## config.mk

```make
export PLATFORM = sky130hd
export DESIGN_NAME = wb_slave_mem_responder
export DESIGN_NICKNAME = d
export VERILOG_FILES = /design/src/rtl/wb_slave_mem_responder.sv
export SDC_FILE = /design/constraint.sdc
export NUM_CORES = 1
export LEC_CHECK = 0
export BUFFER_PORTS_ARGS = -buffer_cell sky130_fd_sc_hd__clkbuf_2
export CAP_MARGIN = 10
export CORE_ASPECT_RATIO = 0.5
export CORE_MARGIN = 5
export CORE_UTILIZATION = 45
export CTS_CLUSTER_SIZE = 12
export DETAILED_ROUTE_END_ITERATION = 16
export PLACE_DENSITY = 0.64
export SYNTH_ARGS = -nofsm -noshare
export SYNTH_HDL_FRONTEND = slang
export SYNTH_SLANG_ARGS = --single-unit
```

## constraint.sdc

```tcl
create_clock -name clk_i -period 3.9 [get_ports clk_i]
set_input_delay 0.78 -clock clk_i [delete_from_list [all_inputs] [get_ports clk_i]]
set_output_delay 0.78 -clock clk_i [all_outputs]
set_load 0.05 [all_outputs]
```

## src/rtl/wb_slave_mem_responder.sv

```systemverilog
// Wishbone classic slave backed by a word-addressed on-chip RAM.
// Adds a fixed number of wait states, applies byte-lane writes and answers out-of-range addresses with err_o.
module wb_slave_mem_responder #(
    parameter int ADDR_WIDTH  = 32,
    parameter int DATA_WIDTH  = 32,
    parameter int DEPTH       = 16,
    parameter int BASE_ADDR   = 0,
    parameter int WAIT_STATES = 0
) (
    input  logic                    clk_i,
    input  logic                    rst_ni,
    input  logic                    cyc_i,
    input  logic                    stb_i,
    input  logic                    we_i,
    input  logic [ADDR_WIDTH-1:0]   adr_i,
    input  logic [DATA_WIDTH-1:0]   dat_i,
    input  logic [DATA_WIDTH/8-1:0] sel_i,
    output logic [DATA_WIDTH-1:0]   dat_o,
    output logic                    ack_o,
    output logic                    err_o
);

    localparam int NB    = DATA_WIDTH / 8;
    localparam int IDX_W = (DEPTH > 1) ? $clog2(DEPTH) : 1;

    localparam logic [1:0] ST_IDLE = 2'd0;
    localparam logic [1:0] ST_WAIT = 2'd1;
    localparam logic [1:0] ST_RESP = 2'd2;

    localparam logic [ADDR_WIDTH-1:0] BASE_A  = ADDR_WIDTH'(BASE_ADDR);
    localparam logic [ADDR_WIDTH-1:0] DEPTH_A = ADDR_WIDTH'(DEPTH);
    localparam logic [3:0]            WAIT_LD = 4'(WAIT_STATES);

    logic [1:0]            state_r;
    logic [3:0]            cnt_r;
    logic                  we_r;
    logic [ADDR_WIDTH-1:0] adr_r;
    logic [DATA_WIDTH-1:0] dat_r;
    logic [NB-1:0]         sel_r;
    logic [DATA_WIDTH-1:0] mem_r [DEPTH];

    logic [ADDR_WIDTH-1:0] idx_s;
    logic [IDX_W-1:0]      ram_idx_s;
    logic                  in_range_s;
    logic                  term_s;
    logic                  mem_we_s;

    // Address decode on the captured request; the subtraction wraps, so the lower bound is checked separately.
    always_comb begin
        idx_s     = adr_r - BASE_A;
        ram_idx_s = idx_s[IDX_W-1:0];
        if ((adr_r >= BASE_A) && (idx_s < DEPTH_A)) begin
            in_range_s = 1'b1;
        end else begin
            in_range_s = 1'b0;
        end
    end

    // Termination happens only when the wait count is exhausted and the master still holds the cycle.
    always_comb begin
        if ((state_r == ST_WAIT) && cyc_i && (cnt_r == 4'd0)) begin
            term_s = 1'b1;
        end else begin
            term_s = 1'b0;
        end
        mem_we_s = term_s & we_r & in_range_s;
    end

    // Bus handshake FSM, request capture and registered responses.
    always_ff @(posedge clk_i or negedge rst_ni) begin
        if (!rst_ni) begin
            state_r <= ST_IDLE;
            cnt_r   <= 4'd0;
            we_r    <= 1'b0;
            adr_r   <= {ADDR_WIDTH{1'b0}};
            dat_r   <= {DATA_WIDTH{1'b0}};
            sel_r   <= {NB{1'b0}};
            dat_o   <= {DATA_WIDTH{1'b0}};
            ack_o   <= 1'b0;
            err_o   <= 1'b0;
        end else begin
            case (state_r)
                ST_IDLE: begin
                    ack_o <= 1'b0;
                    err_o <= 1'b0;
                    if (cyc_i && stb_i) begin
                        we_r    <= we_i;
                        adr_r   <= adr_i;
                        dat_r   <= dat_i;
                        sel_r   <= sel_i;
                        cnt_r   <= WAIT_LD;
                        state_r <= ST_WAIT;
                    end else begin
                        state_r <= ST_IDLE;
                    end
                end
                ST_WAIT: begin
                    if (!cyc_i) begin
                        state_r <= ST_IDLE;
                    end else if (cnt_r != 4'd0) begin
                        cnt_r <= cnt_r - 4'd1;
                    end else begin
                        state_r <= ST_RESP;
                        if (in_range_s) begin
                            ack_o <= 1'b1;
                            if (!we_r) begin
                                dat_o <= mem_r[ram_idx_s];
                            end else begin
                                dat_o <= dat_o;
                            end
                        end else begin
                            err_o <= 1'b1;
                        end
                    end
                end
                ST_RESP: begin
                    ack_o   <= 1'b0;
                    err_o   <= 1'b0;
                    state_r <= ST_IDLE;
                end
                default: begin
                    ack_o   <= 1'b0;
                    err_o   <= 1'b0;
                    state_r <= ST_IDLE;
                end
            endcase
        end
    end

    // RAM byte-lane write port; contents deliberately survive reset.
    always_ff @(posedge clk_i) begin
        if (mem_we_s) begin
            for (int b = 0; b < NB; b++) begin
                if (sel_r[b]) begin
                    mem_r[ram_idx_s][8*b +: 8] <= dat_r[8*b +: 8];
                end
            end
        end
    end

endmodule

```

======== Yosys cells after proc, flatten, opt, wreduce, memory -nomap -nowiden ========
Memory sizes are Yosys's and may differ from the RTL's. A register that Yosys moved wholly into a read port is not among the register bits.
Cells that the tools add are included.
word-level totals
  bits in registers ....................... 77
  memory bits (writable) .................. 512
  input bits .............................. 73
  output and inout bits ................... 34
  memories ................................ 1
cells by class
  add/subtract/negate cells ............... 1
  $lt $le $gt $ge ......................... 2
  equal/unequal tests ..................... 8
  multiplexer cells ....................... 30
  bitwise operators ....................... 4
  reductions and logical operators ........ 14
memories
  memory  words  bits a word  read ports  clocked after Yosys merged registers in  write ports  RTL line  source
  mem_r   16     32           1           1                                        1            40        logic [DATA_WIDTH-1:0] mem_r [DEPTH];
operators with widths
  operator                                              number
  >= comparator 32 x 1 -> 1 bit, second input constant  1
  < comparator 32 x 5 -> 1 bit, second input constant   1
  2-to-1 mux 1 bit                                      23
  2-to-1 mux 4 bit                                      3
  != test 2 bit, second input constant                  5
  one-hot mux 4 bit (2 select lines)                    1
  AND reduction 3 bit                                   2
  AND reduction 5 bit                                   1
  logical AND 1 bit                                     4
  logical NOT 4 bit                                     1
  2-to-1 mux 2 bit                                      2
  one-hot mux 2 bit (2 select lines)                    1
  AND reduction 4 bit                                   1
  nonzero test 4 bit                                    1
  subtractor 4 x 1 -> 4 bit, second input constant      1
  != test 3 bit, second input constant                  1
  AND 1 bit                                             2
  == test 2 x 1 -> 1 bit, second input constant         1
  logical NOT 2 bit                                     1
  != test 2 x 1 -> 1 bit, second input constant         1
  inverter 1 bit                                        2
  AND reduction 2 bit                                   1
  nonzero test 2 bit                                    1
  logical NOT 1 bit                                     1

======== Depth between registers and ports, before layout ========
  depth in word-level cells ............... 8
  mapped depth ............................ 9
  gate-level depth less buffers ........... 6

======== Worst setup path after synthesis ========
Ideal clock, no wire load.
  path kind ............................... register to register
  start point ............................. register cnt_r[0]
  end point ............................... memory mem_r[3][0], enable pin
  arrival time ............................ 2.494 ns
  setup slack ............................. 1.012 ns
  stages on the path, launching flop included .. 8
  path buffers ............................ 1
  period minus slack after synthesis ...... 2.888 ns
  path through ............................ dfrtp_1 -> inv_1 -> ha_1 -> or3b_1 -> and4bb_1 -> buf_4 -> nand4_1 -> nor4_1
on the way
  word-level cells in the longest chain between the ends .. 7
ends and longest elaborated chain
  element                                 RTL line  source
  start, declared                         35        logic [3:0] cnt_r;
  start signal, assigned                  101       cnt_r <= cnt_r - 4'd1;
  logical NOT 4 bit                       61        if ((state_r == ST_WAIT) && cyc_i && (cnt_r == 4'd0)) begin
  logical AND 1 bit                       61
  2-to-1 mux 1 bit                        61
  AND 1 bit (2 in series)                 66        mem_we_s = term_s & we_r & in_range_s;
  2-to-1 mux 1 bit                        132       if (mem_we_s) begin
  2-to-1 mux 1 bit (implied by the code)  135       mem_r[ram_idx_s][8*b +: 8] <= dat_r[8*b +: 8];
  end, declared                           40
No other way between the ends.

======== Worst setup path after layout ========
  start point ............................. register cnt_r[0]
  end point ............................... memory mem_r[11][31], enable pin
Same word-level chain as after synthesis.

==> metrics <==
fin util=52.11%; drt total wl=52310 µm; final hold vios=0; Tightest Pin Transition=just under 0.9 ns; clock sinks=621; area share of the largest cell type after synthesis=64.90%; vias in the first global route=12660; Mapped Nets=1360; die area=0.05761 mm²; Top delay family on crit path=simple AND/OR/NAND/NOR gates; CTS max path bufs=3; # Post-CTS Setup Buffers=0; GR Util met1=between 20% and 30%; synthesis-to-finish area growth=14.49%; Clk Latency, worst-skew pair=approximately 0.61 ns; number of synthesis warnings=0; DRT Pass-1 Iters=5; Mapped Area=0.02369 mm²; pwr/cell area=roughly 530 mW/mm²; DR iter-0 viols=1291; share of cells above drive strength 1=about a quarter; GRT Util Overall=18.23%; global-route met3 utilization=just over 4%; CTS Buf Count=just under 60; CTS Hold Bufs=0; first-pass GRT wire length=between 70000 and 80000 µm; worst rel slew slack=about two fifths; clock root cell=clkbuf_16; critical path arrival=3.22 ns; Worst Setup End Kind=flip-flop; routability congestion estimate=0.7791; Yosys cell types=33; CP required=4.13 ns; GRT busiest layer=met2; core area=0.05204 mm²; Vias=12220; Final HPWL DP=32130 µm; CTS tree=yes; CP Launch Type=flip-flop; area leader, netlist=edfxtp_1; total power=14410 µW; synthesized area per cell=18.42 µm²; die height=between 150 and 200 µm; Initial Util=about 46%; grt total ovfl=0; GRT met2 Usage=29.20%; WS Path Type=reg2reg; max-slew violation count=0; RSZ-0062 raised after global routing=no; Antenna Nets Post-Route=0; initial antenna violation count=0; status=finished clean; # rows=59; Final Cycle Share=about 77%; MaxCap Viol Count=0; Synth area leaders=edfxtp_1, mux4_2, dfrtp_1; WL/cell=23.78 µm; Clock transition at path regs=roughly 0.060 ns; H-tree Lvls=2; Final min period=2.993 ns; P_leak=0.009679 µW; CP max stage delay=0.64 ns; final setup TNS=0 ns; CP Max Fanout=16; top-level I/O count=107; crit-path cells=inv_1 > ha_1 > or3b_1 > and4bb_1 > nand4_1 > buf_4 > nor2_1; Max IR drop VDD=388.5 µV; number of port buffers=106; largest net degree at the start of global routing=72; cts repair resizes=0; Crit-path slowest cell=nor2_1; DRC=0; worst hold path class=in2async; #FFs+latches synth=621; count of final setup violators=0; vias per cell=5.555; Layout Nets=approximately 1500; post-synthesis sequential area ratio=76.41%; Bufs and invs on worst path=2; Die Span X=334.5 µm; FMAX=334.2 MHz; post-synthesis cell count=1286; Worst Skew=0.02649 ns
[cell usage after synthesis (all sizes together)]
| master | n |
|---|---|
| edfxtp | 512 |
| nand2 | 254 |
| mux4 | 128 |
| dfrtp | 109 |
| a22oi | 64 |
| nor2 | 64 |
| clkbuf | 50 |
| mux2 | 32 |
| buf | 24 |
| nor4 | 11 |
| nand4 | 6 |
| and2 | 5 |
| nand3 | 5 |
| nor2b | 5 |
| inv | 2 |
| xor2 | 2 |
| a22o | 1 |
| a32o | 1 |
| and3 | 1 |
| and4 | 1 |
| and4b | 1 |
| and4bb | 1 |
| ha | 1 |
| mux2i | 1 |
| nand4bb | 1 |
| nor3 | 1 |
| nor4bb | 1 |
| o21ai | 1 |
| or3b | 1 |
[power breakdown]
part	internal (µW)	total (µW)	switching, µW
clock	2850	5200	2360
sequential	7520	7930	403
combinational	614	1280	671
total	11000	14400	3430
[stage by stage]
| step | worst slack (ns) | hold WS (ns) | std cells | cell area (µm²) |
|---|---|---|---|---|
| 3_3_place_gp | 1.059 | 0.4585 | 2090 | 25410 |
| 3_5_place_dp | 0.9244 | 0.4639 | 2090 | 25410 |
| 5_1_grt | 0.7871 | 0.2941 | 2199 | 27120 |
| 6_report | 0.9074 | 0.2580 | 2200 | 27120 |
| 4_1_cts | 0.8799 | 0.2637 | 2199 | 27120 |
| 2_1_floorplan | 1.012 | 0.4380 | 1286 | 23690 |
[area by class of cell]
class	count	area (µm²)
well taps	701	877.1
multi-input cells	589	5300
repair buffers	177	1116
flip-flops and latches	621	18110
diodes	1	2.502
clock buffers	104	1644
inverters	2	7.507
clock inverters	5	65.06
fillers	4123	24920
[worst paths after layout]
| path | startpoint | to | slack (ns) | depth (start not counted) |
|---|---|---|---|---|
| worst max-delay path | cnt_r[0] | mem_r[11][31] | 0.91 | 7 |
| worst min-delay path | rst_ni | we_r | 0.26 | 1 |
| worst max register to register | cnt_r[0] | mem_r[11][31] | 0.91 | 7 |
| worst min register to register | adr_r[9] | adr_r[9] | 0.48 | 2 |
| max in group asynchronous | rst_ni | adr_r[12] | 2.75 | 2 |
| min in group clk_i | adr_i[4] | adr_r[4] | 0.36 | 3 |
[metal layers]
| layer | wire length, µm | vias up |
|---|---|---|
| li1 | - | 5326 |
| met1 | 22550 | 6349 |
| met2 | 24620 | 485 |
| met3 | 4284 | 61 |
| met4 | 850 | 0 |
| met5 | 0 | - |
[registers in the layout, summed over array words and instances, names as in the netlist]
signal	cells
dat_r	32
cnt_r	4
adr_r	32
we_r	1
mem_r	512
ack_o	1
sel_r	4
err_o	1
state_r	2
dat_o	32
[cell usage in the layout, fill, tap and decap left out, types with 2 or more instances in the layout]
cell type	instances
nand3_1	5
mux2_1	30
clkbuf_2	105
buf_4	68
nor2b_1	3
and2_1	5
nor4_2	2
clkbuf_8	2
nor2_1	63
mux4_2	128
edfxtp_1	512
clkbuf_16	58
nand4_1	6
buf_12	4
xor2_1	2
nor2b_2	2
inv_16	2
clkbuf_1	44
inv_1	2
nor4_1	9
dfrtp_1	107
nand2_1	254
a22oi_1	64
dfrtp_4	2
mux2_2	2
[cell families after synthesis]
family	synth area share, %
buffers and inverters	1.437
xor gates and xnor gates	0.07395
DFF	76.41
adders and majority gates	0.05281
muxes	13.73
AOI/OAI and AO/OA	2.128
and+or+nand+nor	6.164
Note: power is estimated with default switching activity, not from simulation.
